File: config.mk
export PLATFORM = sky130hd
export DESIGN_NAME = out_frame_fifo
export DESIGN_NICKNAME = d
export VERILOG_FILES = /design/src/rtl/out_frame_fifo.sv
export SDC_FILE = /design/constraint.sdc
export NUM_CORES = 1
export LEC_CHECK = 0
export CORE_MARGIN = 3
export CORE_UTILIZATION = 40
export CTS_CLUSTER_SIZE = 10
export DETAILED_ROUTE_END_ITERATION = 8
export PLACE_DENSITY_LB_ADDON = 0.25
export SETUP_SLACK_MARGIN = 0.5
export SYNTH_ARGS = -nofsm -noshare
export SYNTH_HDL_FRONTEND = slang
export SYNTH_SLANG_ARGS = --single-unit
File: constraint.sdc
create_clock -name clk -period 8.6 [get_ports clk]
set_input_delay 0.86 -clock clk [delete_from_list [all_inputs] [get_ports clk]]
set_output_delay 0.86 -clock clk [all_outputs]
set_load 0.005 [all_outputs]
File: src/rtl/out_frame_fifo.sv
// Output framing stage: buffers accelerator pixels in a small FIFO, tags each
// pixel with end-of-line / end-of-frame on the sink side, and flags frame completion.
module out_frame_fifo #(
    parameter int DATA_W = 8,
    parameter int IMG_W  = 256,
    parameter int IMG_H  = 256,
    parameter int DEPTH  = 8,
    parameter int CNT_W  = 17
) (
    input  logic              clk,
    input  logic              reset,
    input  logic              start_in,
    input  logic [DATA_W-1:0] in_data,
    input  logic              in_valid,
    output logic              in_ready,
    output logic [DATA_W-1:0] out_data,
    output logic              out_valid,
    input  logic              out_ready,
    output logic              out_eol,
    output logic              out_eof,
    output logic              stop_out,
    output logic              busy
);

    localparam int AW    = (DEPTH > 1) ? $clog2(DEPTH) : 1;
    localparam int COL_W = (IMG_W > 1) ? $clog2(IMG_W) : 1;

    localparam logic [CNT_W-1:0] LAST_PIX = CNT_W'(IMG_W * IMG_H - 1);
    localparam logic [COL_W-1:0] LAST_COL = COL_W'(IMG_W - 1);
    localparam logic [AW:0]      FULL_CNT = (AW + 1)'(DEPTH);

    typedef enum logic [1:0] {
        S_IDLE,
        S_RUN,
        S_DRAIN,
        S_DONE
    } state_t;

    state_t            r_state;
    logic [DATA_W-1:0] r_mem [DEPTH];
    logic [AW-1:0]     r_wr_ptr;
    logic [AW-1:0]     r_rd_ptr;
    logic [AW:0]       r_count;
    logic [CNT_W-1:0]  r_in_cnt;
    logic [CNT_W-1:0]  r_out_cnt;
    logic [COL_W-1:0]  r_col;
    logic              r_stop;
    logic              r_busy;

    logic w_full;
    logic w_empty;
    logic w_push;
    logic w_pop;

    assign w_full  = (r_count == FULL_CNT);
    assign w_empty = (r_count == '0);

    // Ready depends only on state and occupancy, so a pop in the same cycle
    // never opens a slot for a write (no fall-through path).
    assign in_ready  = (r_state == S_RUN) && !w_full;
    assign out_valid = !w_empty;
    assign out_data  = r_mem[r_rd_ptr];
    assign out_eol   = out_valid && (r_col == LAST_COL);
    assign out_eof   = out_valid && (r_out_cnt == LAST_PIX);
    assign stop_out  = r_stop;
    assign busy      = r_busy;

    assign w_push = in_valid && in_ready;
    assign w_pop  = out_valid && out_ready;

    always_ff @(posedge clk) begin
        if (w_push) begin
            r_mem[r_wr_ptr] <= in_data;
        end
    end

    always_ff @(posedge clk) begin
        if (!reset) begin
            r_wr_ptr <= '0;
            r_rd_ptr <= '0;
            r_count  <= '0;
        end else begin
            if (w_push) begin
                r_wr_ptr <= r_wr_ptr + AW'(1);
            end
            if (w_pop) begin
                r_rd_ptr <= r_rd_ptr + AW'(1);
            end
            case ({w_push, w_pop})
                2'b10:   r_count <= r_count + (AW + 1)'(1);
                2'b01:   r_count <= r_count - (AW + 1)'(1);
                default: r_count <= r_count;
            endcase
        end
    end

    always_ff @(posedge clk) begin
        if (!reset) begin
            r_state   <= S_IDLE;
            r_in_cnt  <= '0;
            r_out_cnt <= '0;
            r_col     <= '0;
            r_stop    <= 1'b0;
            r_busy    <= 1'b0;
        end else begin
            if (w_push) begin
                r_in_cnt <= r_in_cnt + CNT_W'(1);
            end
            if (w_pop) begin
                r_out_cnt <= r_out_cnt + CNT_W'(1);
                r_col     <= (r_col == LAST_COL) ? '0 : r_col + COL_W'(1);
            end
            case (r_state)
                S_IDLE, S_DONE: begin
                    if (start_in) begin
                        r_state   <= S_RUN;
                        r_in_cnt  <= '0;
                        r_out_cnt <= '0;
                        r_col     <= '0;
                        r_stop    <= 1'b0;
                        r_busy    <= 1'b1;
                    end
                end
                S_RUN: begin
                    if (w_push && (r_in_cnt == LAST_PIX)) begin
                        r_state <= S_DRAIN;
                    end
                end
                S_DRAIN: begin
                    if (w_pop && (r_out_cnt == LAST_PIX)) begin
                        r_state <= S_DONE;
                        r_stop  <= 1'b1;
                        r_busy  <= 1'b0;
                    end
                end
                default: r_state <= S_IDLE;
            endcase
        end
    end

endmodule

==> impl_results.md, run 1 <==
* Status: finished, final reports clean
* Port Buffers at 26
* Syn-to-layout area delta at 18.7%
* Mapped Nets at 458
* Top-area cell type share of the netlist area at 36.4%
* CTS tree: done
* Final antenna-violating net count at 0
* Post-synth EDFFs at 64
* Fin util at 49.1%
* Worst vdd ir at 0.121 mV
* Die width at 121 um
* Most frequent cell after synthesis: edfxtp_1
* Clk_lat worst skew at 410 ps
* Critical path required time at 7740 ps
* Ports at 27
* Final hold vios at 0
* Vias post-DR at 3302
* Crit start category: register
* Dpl cell area at 5710 um^2
* Initial antenna violation count at 0
* Minimum clock period at 3690 ps
* Residual DRC count at 0
* Ys Warns at 0
* Detailed Routing Iterations Pass 1 at 4
* H-tree Lvls at 4
* Min-delay worst type: reg2reg
* Prevailing post-synth register cell: edfxtp_1
* Routed wire per std cell at 15.3 um
* Cells after Synth at 432
* Die area at 14600 um^2
* Synth cell count leaders: edfxtp_1, dfxtp_1, nor2_1
* Leak pwr at 2.03 nW
* Chip Height at 121 um
* Vias in the first global route at 3266
* R2R setup slack at 5350 ps
* Root buffer cell: clkbuf_16
* Fin nets at 488
* Synthesis-stage register bit count at 123
* Fin Hold WS at 479 ps
* Largest net degree at the start of global routing at 26
* Synthesized area at 5280 um^2
* Ys async rst share at 0%
* RSZ-0062 raised after global routing: no
* First-pass GRT wire length at 16.4 mm
* Placement row count at 41
* Max Cap Viol at 0
* Yosys top cell by area: edfxtp_1
* Max frequency at 0.271 GHz
* Core Region at 12800 um^2
* Max-Slew Margin vs Limit at 15.1%
* Post-CTS Resized at 0
* P per Cell Area at 270 nW/um^2
* Gpl congestion at 0.752
* Num CTS Buffers at 17
* Antenna Diode Count at 0
* Clock-pin slew on the worst setup and hold paths at 50 ps
* Max Slew Vio Count at 0
* Gr ovfl total at 0
* Setup TNS at 0 ps
* Clock sink total at 123
* Hold Buf Count CTS at 0
* DRT iter0 DRCs at 217
* Fin area at 6270 um^2
* Synth unique cells at 47
* Worst slew pin tran at 1270 ps
* Crit path kind: reg2out
* Number of setup buffers added after CTS at 0
* Register area share after synthesis at 58.8%
* Final setup viols at 0
* Critical Path AT at 2830 ps
* Initial Util at 41.3%
* Kind of end point of the critical path: output port
* Synth area leaders: edfxtp_1, dfxtp_1, mux4_2
* Clk_skew at 6.47 ps
* Vias/cell at 5.10
* Routed Wire Length at 9.89 mm
* All-layer global routing usage at 14.6%
* Final Power at 0.00169 W
* CP Max Fanout at 16
* Bufs on Longest Clock Path at 2
* Period utilization at 42.9%
* Avg Cell Area, Syn at 12.2 um^2
* Detailed placement HPWL at 6.57 mm
* Layout cell share with drive strength beyond 1 at 13.5%
sequential cells by signal (all words and copies together), names as in the netlist, named ones only:
| name | count |
|---|---|
| stop_out | 1 |
| r_wr_ptr | 3 |
| r_rd_ptr | 3 |
| r_state | 2 |
| busy | 1 |
| r_col | 8 |
| r_in_cnt | 17 |
| r_count | 4 |
| r_out_cnt | 17 |
| r_mem | 64 |
cell type report:
class	count	area (um^2)
multi-input combinational	282	2070
fill	1142	6500
sequential	123	3100
timing repair buffer	29	283
clock inverter	12	125
clock buffer	20	437
tap	172	215
inverter	9	33.8
cell usage in the layout (no fill, tap or decap), drive strengths merged, types with 15 or more instances in the layout:
cell           synthesis  final
nand3                 17     17
edfxtp                64     64
nor2                  40     40
xor2                  15     15
o21ai                 17     17
clkbuf                 9     20
nand2                 37     37
a21oi                 25     25
clkdlybuf4s50          0     26
dfxtp                 59     59
mux4                  16     16
per-layer routing:
metal | global-route usage, % | up-vias | wire, um
li1 | - | 1655 | -
met1 | 18.7 | 1581 | 4680
met2 | 22.9 | 54 | 4750
met3 | 4.85 | 12 | 341
met4 | 5.95 | 0 | 125
met5 | 0 | - | 0
path summary, 6_finish.rpt:
kind | endpoint | cells after the start | startpoint
max | out_data[4] | 3 | register
min | r_out_cnt[1] | 2 | r_out_cnt[1]
max reg2reg | r_count[2] | 9 | r_count[0]
min reg2reg | r_out_cnt[1] | 2 | r_out_cnt[1]
power by group:
part / switching, W / total [W] / internal (W)
clock network: 0.000244 / 0.000667 / 0.000423
logic: 0.000153 / 0.000321 / 0.000168
registers: 0.0000552 / 0.000704 / 0.000649
through the flow:
| stage | std cells | setup slack (ps) |
|---|---|---|
| after floorplan | 432 | 5600 |
| after global placement | 615 | 4910 |
| after detailed placement | 615 | 4770 |
| after CTS | 647 | 4770 |
| after global routing | 647 | 4680 |
| final | 647 | 4910 |
worst max-delay path: stages, from the launching register on:
cell	delay (ps)
dfxtp_1	1050
mux4_2	650
mux2_2	280
clkdlybuf4s50_1	440
kinds of logic after synthesis:
group           after synthesis  share of synthesized area, %
fa+ha+maj                    13                          3.08
buf+inv                      27                          2.35
compound gates               53                          6.07
xor+xnor                     28                          4.64
simple gates                161                          16.0
mux                          27                          9.10
flops                       123                          58.8
Power figures use the tool's default switching activity.
==> run 2: changes to the inputs <==
- clock period: 8.6 -> 3.47 ns (I/O delays scaled with it)
==> run 2 against run 1 <==
Net effect: core utilization rose by 0.79 points; design area up 1.6%; first-iteration DRC count is 15% lower; critical path depth rose by 3; sequential cell count unchanged; global-route usage is 0.40 points higher; die area is the same; clock power grew to 2.5 times the previous value; power grew to 2.5 times the previous value; worst setup slack got worse by 4200 ps; register-to-register slack worse by 4400 ps; clock skew fell by 1.0 ps; critical path type unchanged.
==> impl_results.md, run 2 (same netlist as run 1, synthesis figures left out) <==
* Max frequency at 0.359 GHz
* Final antenna-violating net count at 0 (unchanged)
* Status: finished, final reports clean (unchanged)
* Critical Path AT at 2440 ps (was 2830 ps)
* Most common cell after layout, fill and taps aside: edfxtp_1 (unchanged)
* Placement row count at 41 (unchanged)
* CP Max Fanout at 5 (was 16)
* Worst vdd ir at 0.261 mV (was 0.121 mV)
* Worst r2r path cells at 9 (unchanged)
* Clk_skew at 5.47 ps (was 6.47 ps)
* Final setup viols at 0 (unchanged)
* Detailed Routing Iterations Pass 1 at 4 (unchanged)
* Core Region at 12800 um^2 (unchanged)
* Vias in the first global route at 3384 (was 3266)
* Gr ovfl total at 0 (unchanged)
* Most flops, register: r_mem (unchanged)
* Vias/cell at 5.18 (was 5.10)
* Max FFs per register at 64 (unchanged)
* Slowest cell delay on critical path at 510 ps (was 1050 ps)
* RSZ-0062 raised after global routing: no (unchanged)
* Crit start category: register (unchanged)
* CP Cell Sequence: and4_1, nand3_1, nor4_2, ha_1, nor2b_1, clkdlybuf4s50_1 (was mux4_2, mux2_2, clkdlybuf4s50_1)
* DRT iter0 DRCs at 185 (was 217)
* Worst slew pin tran at 784 ps (was 1270 ps)
* Antenna Diode Count at 0 (unchanged)
* Most frequent cells in the layout: edfxtp_1, dfxtp_1, nor2_1 (unchanged)
* Number of fill cells at 1126 (was 1142)
* Port Buffers at 26 (unchanged)
* All-layer global routing usage at 15.0% (was 14.6%)
* Clock sink total at 123 (unchanged)
* Critical Path Slowest Stage Cell: clkdlybuf4s50_1 (was dfxtp_1)
* Bufs on Longest Clock Path at 2 (unchanged)
* Max Cap Viol at 0 (unchanged)
* Delay-heaviest family, CP: simple AND/OR/NAND/NOR gates (was flip-flops)
* Leak pwr at 2.10 nW (was 2.03 nW)
* Routed Wire Length at 10.0 mm (was 9.89 mm)
* Hold depth at 2 (unchanged)
* Initial Util at 41.3% (unchanged)
* Ports at 27 (unchanged)
* Detailed placement HPWL at 6.50 mm (was 6.57 mm)
* Clk_lat worst skew at 410 ps (about the same)
* Crit path kind: reg2out (unchanged)
* Syn-to-layout area delta at 20.6% (was 18.7%)
* Area occupied by multi-input gates at 2080 um^2 (was 2070 um^2)
* Num CTS Buffers at 17 (unchanged)
* Hold EP: r_col[1] (was r_out_cnt[1])
* R2R setup slack at 960 ps (was 5350 ps)
* Max-Slew Margin vs Limit at 47.3% (was 15.1%)
* Vias post-DR at 3408 (was 3302)
* WP buf/inv at 1 (unchanged)
* Period utilization at 80.3%
* P per Cell Area at 666 nW/um^2 (was 270 nW/um^2)
* Largest net degree at the start of global routing at 20 (was 26)
* Register Area at 3100 um^2 (about the same)
* Root buffer cell: clkbuf_16 (unchanged)
* Number of setup buffers added after CTS at 0 (unchanged)
* Critical path required time at 3120 ps (was 7740 ps)
* CTS tree: done (unchanged)
* Max Slew Vio Count at 0 (unchanged)
* Minimum clock period at 2790 ps
* First-pass GRT wire length at 16.7 mm (was 16.4 mm)
* Clock-pin slew on the worst setup and hold paths at 60 ps (was 50 ps)
* Fin nets at 499 (was 488)
* Layout cell share with drive strength beyond 1 at 16.9% (was 13.5%)
* Fin cells at 658 (was 647)
* Die area at 14600 um^2 (unchanged)
* Worst r2r src: r_count[0] (unchanged)
* Top Registers: r_mem x64, r_in_cnt x17, r_out_cnt x17 (unchanged)
* Cells after DPL at 626 (was 615)
* Kind of end point of the critical path: output port (unchanged)
* Min-delay worst type: reg2reg (unchanged)
* HP Start: r_col[1] (was r_out_cnt[1])
* H-tree Lvls at 4 (unchanged)
* RR Endpoint: r_count[3] (was r_count[2])
* Setup TNS at 0 ps (unchanged)
* Initial antenna violation count at 0 (unchanged)
* Final hold vios at 0 (unchanged)
* Routed wire per std cell at 15.2 um (was 15.3 um)
* Chip Height at 121 um (unchanged)
* Residual DRC count at 0 (unchanged)
* Gpl congestion at 0.710 (was 0.752)
* Die width at 121 um (unchanged)
run 2: layer usage:
layer | track usage [%] | up-vias | routed length (um)
li1 | - | 1688 | -
met1 | 17.8 | 1654 | 4500
met2 | 25.0 | 52 | 5020
met3 | 4.06 | 14 | 302
met4 | 7.51 | 0 | 206
met5 | 0 | - | 0
run 2: worst reg2reg max path: cells and delay by family, from the launching register on:
family	cells	cell delay, ps
AOI/OAI and AO/OA	2	430
adders and majority gates	1	320
buffers and inverters	2	240
DFF	1	430
and+or+nand+nor	4	1040
run 2: report_power, final:
group | total (W) | internal (W) | switching (W)
logic | 0.000878 | 0.000449 | 0.000430
registers | 0.00170 | 0.00161 | 0.0000890
clock network | 0.00167 | 0.000988 | 0.000680
run 2: layout make-up:
class	count	area share, %
flip-flops and latches	123	48.7
multi-input cells	282	32.6
clock buffers	19	7.29
repair buffers	40	5.74
well taps	172	3.38
clock inverters	13	1.71
inverters	9	0.530
run 2: timing repair:
action | CTS | global route
hold buffers | 0 | 0
gates resized for setup | 0 | 2
setup endpoints to repair | 0 | 1
run 2: worst max path at each step:
stage | endpoint | cells past startpoint | start | slack (ps)
after detailed placement | r_count[3] | 10 | in_valid | 750
final | out_eof | 6 | r_out_cnt[10] | 680
after global routing | out_eof | 6 | r_out_cnt[10] | 520
after CTS | out_eof | 6 | r_out_cnt[9] | 550
after floorplan | r_mem[2][0] | 6 | r_state[1] | 770
after global placement | r_count[3] | 10 | in_valid | 820
run 2: per-stage QoR:
stage	utilization (%)	hold WS, ps	worst slack, ps	instance area, um^2	power [W]
global route	49.9	495	517	6370	0.00445
floorplan	-	445	773	5280	0.00232
global placement	45.3	458	820	5790	0.00259
detailed placement	45.3	469	749	5790	0.00262
finish	49.9	477	684	6370	0.00424
CTS	49.8	478	555	6360	0.00430
==> run 3: changes to the inputs <==
- clock period: 3.47 -> 2.85 ns (I/O delays scaled with it)
==> run 3 against run 2 <==
Net effect: clock power increased by 32%; power increased by 31%; design area increased by 4.8%; sequential cell count unchanged; combinational power increased by 46%; critical endpoint is now out_data[3].
==> impl_results.md, run 3 (same netlist as run 1, synthesis figures left out) <==
* Status: finished, final reports clean (unchanged)
* WP buf/inv at 3 (was 1)
* Core Region at 12800 um^2 (unchanged)
* R2R setup slack at 640 ps (was 960 ps)
* Initial antenna violation count at 0 (unchanged)
* Slowest cell delay on critical path at 470 ps (was 510 ps)
* Detailed placement HPWL at 6.62 mm (was 6.50 mm)
* Leak pwr at 2.29 nW (was 2.10 nW)
* Antenna Diode Count at 0 (unchanged)
* Crit start category: register (unchanged)
* Minimum clock period at 2310 ps
* RSZ-0062 raised after global routing: yes (was no)
* Clock-pin slew on the worst setup and hold paths at 60 ps (about the same)
* Initial Util at 41.3% (unchanged)
* Max frequency at 0.433 GHz
* Routed wire per std cell at 15.4 um (was 15.2 um)
* Final Power at 0.00557 W (was 0.00424 W)
* CP Max Fanout at 4 (was 5)
* Max Slew Vio Count at 0 (unchanged)
* Hold depth at 2 (unchanged)
* Most common cell after layout, fill and taps aside: edfxtp_1 (unchanged)
* HP Start: r_out_cnt[1] (was r_col[1])
* Critical path required time at 2570 ps (was 3120 ps)
* Max FFs per register at 64 (unchanged)
* Max Cap Viol at 0 (unchanged)
* Critical Path AT at 2020 ps (was 2440 ps)
* DRT iter0 DRCs at 184 (was 185)
* Worst vdd ir at 0.494 mV (was 0.261 mV)
* Fin nets at 516 (was 499)
* CTS tree: done (unchanged)
* Port Buffers at 26 (unchanged)
* Placement row count at 41 (unchanged)
* Worst slew pin tran at 610 ps (was 784 ps)
* Gr ovfl total at 0 (unchanged)
* Syn-to-layout area delta at 26.5% (was 20.6%)
* Num CTS Buffers at 17 (unchanged)
* Final setup viols at 0 (unchanged)
* Most flops, register: r_mem (unchanged)
* Worst r2r src: r_count[2] (was r_count[0])
* Root buffer cell: clkbuf_16 (unchanged)
* Kind of end point of the critical path: output port (unchanged)
* CP Cell Sequence: buf_16, buf_12, mux4_2, mux2_2, dlygate4sd2_1 (was and4_1, nand3_1, nor4_2, ha_1, nor2b_1, clkdlybuf4s50_1)
* Min-delay worst type: reg2reg (unchanged)
* Critical Path Slowest Stage Cell: mux4_2 (was clkdlybuf4s50_1)
* Delay-heaviest family, CP: multiplexers (was simple AND/OR/NAND/NOR gates)
* Fin cells at 675 (was 658)
* Die area at 14600 um^2 (unchanged)
* Fin area at 6680 um^2 (was 6370 um^2)
* Period utilization at 81.0%
* Fin util at 52.3% (was 49.9%)
* All-layer global routing usage at 15.4% (was 15.0%)
* Detailed Routing Iterations Pass 1 at 6 (was 4)
* Final hold vios at 0 (unchanged)
* P per Cell Area at 834 nW/um^2 (was 666 nW/um^2)
* Chip Height at 121 um (unchanged)
* Layout cell share with drive strength beyond 1 at 24.7% (was 16.9%)
* Hold EP: r_out_cnt[1] (was r_col[1])
* Dpl cell area at 5830 um^2 (was 5790 um^2)
* Gpl congestion at 0.773 (was 0.710)
* Clk_lat worst skew at 410 ps (about the same)
* Clock sink total at 123 (unchanged)
* Residual DRC count at 0 (unchanged)
* Top Registers: r_mem x64, r_in_cnt x17, r_out_cnt x17 (unchanged)
* H-tree Lvls at 4 (unchanged)
* Setup TNS at 0 ps (unchanged)
* Cells after DPL at 630 (was 626)
* Vias post-DR at 3452 (was 3408)
* First-pass GRT wire length at 17.2 mm (was 16.7 mm)
* Bufs on Longest Clock Path at 2 (unchanged)
* Largest net degree at the start of global routing at 20 (unchanged)
* Worst r2r path cells at 7 (was 9)
* RR Endpoint: r_count[3] (unchanged)
* Vias/cell at 5.11 (was 5.18)
* Routed Wire Length at 10.4 mm (was 10.0 mm)
* Most frequent cells in the layout: edfxtp_1, dfxtp_1, nor2_1 (unchanged)
* Clk_skew at 8.06 ps (was 5.47 ps)
* Max-Slew Margin vs Limit at 59.0% (was 47.3%)
* Vias in the first global route at 3479 (was 3384)
* Final antenna-violating net count at 0 (unchanged)
* Die width at 121 um (unchanged)
* Crit path kind: reg2out (unchanged)
* Ports at 27 (unchanged)
-- run 3: cell types whose count changed in the layout (fill, tap and decap cells not counted), moves of 4 or more --
cell | previous run | this run
buf_4 | 14 | 27
dfxtp_1 | 58 | 48
clkdlybuf4s50_1 | 26 | 17
dfxtp_2 | 1 | 9
clkbuf_2 | 0 | 4
ha_1 | 13 | 9
-- run 3: cell type report --
cell class	count	area, um^2
Clock buffer	18	429
Clock inverter	14	184
Fill cell	1113	6100
Inverter	9	35.0
Multi-Input combinational cell	282	2160
Sequential cell	123	3120
Tap cell	172	215
Timing Repair Buffer	57	528
-- run 3: repair_timing --
action,4_1_cts,5_1_grt
hold buffers,0,0
cloned,1,0
setup endpoints to repair,11,11
setup buffers,5,7
gates resized for setup,28,24
pin swaps,4,3
-- run 3: metal layers --
layer | track usage, % | routed length (um) | vias to the layer above | part of all wire (%)
met1 | 18.9 | 4580 | 1659 | 44
met3 | 3.78 | 373 | 17 | 3.6
met4 | 7.01 | 180 | 0 | 1.7
li1 | - | - | 1721 | -
met2 | 25.7 | 5290 | 55 | 51
met5 | 0 | 0 | - | 0
-- run 3: through the flow --
stage / hold WS (ps) / worst slack [ps]
floorplan: 384 / 481
global placement: 461 / 399
detailed placement: 467 / 342
CTS: 470 / 333
global route: 506 / 478
finish: 468 / 542
-- run 3: how the worst max path moves through the flow --
stage / cells past startpoint / start / endpoint
floorplan: 11 / r_count[2] / r_count[2]
global placement: 11 / in_valid / r_count[2]
detailed placement: 11 / in_valid / r_count[2]
CTS: 4 / register / out_data[1]
global route: 7 / r_count[2] / r_count[3]
finish: 5 / register / out_data[3]
-- run 3: power by group --
group	internal, W	switching, W
logic	0.000696	0.000583
clock network	0.00139	0.000816
registers	0.00197	0.000116
total	0.00405	0.00152
-- run 3: worst register-to-register path, cell delays in order (launching register included) --
cell	delay, ps
dfxtp_2	380
o41ai_4	370
inv_2	140
ha_1	430
nor4bb_2	340
o21ai_1	150
a211o_1	280
nand2_1	60
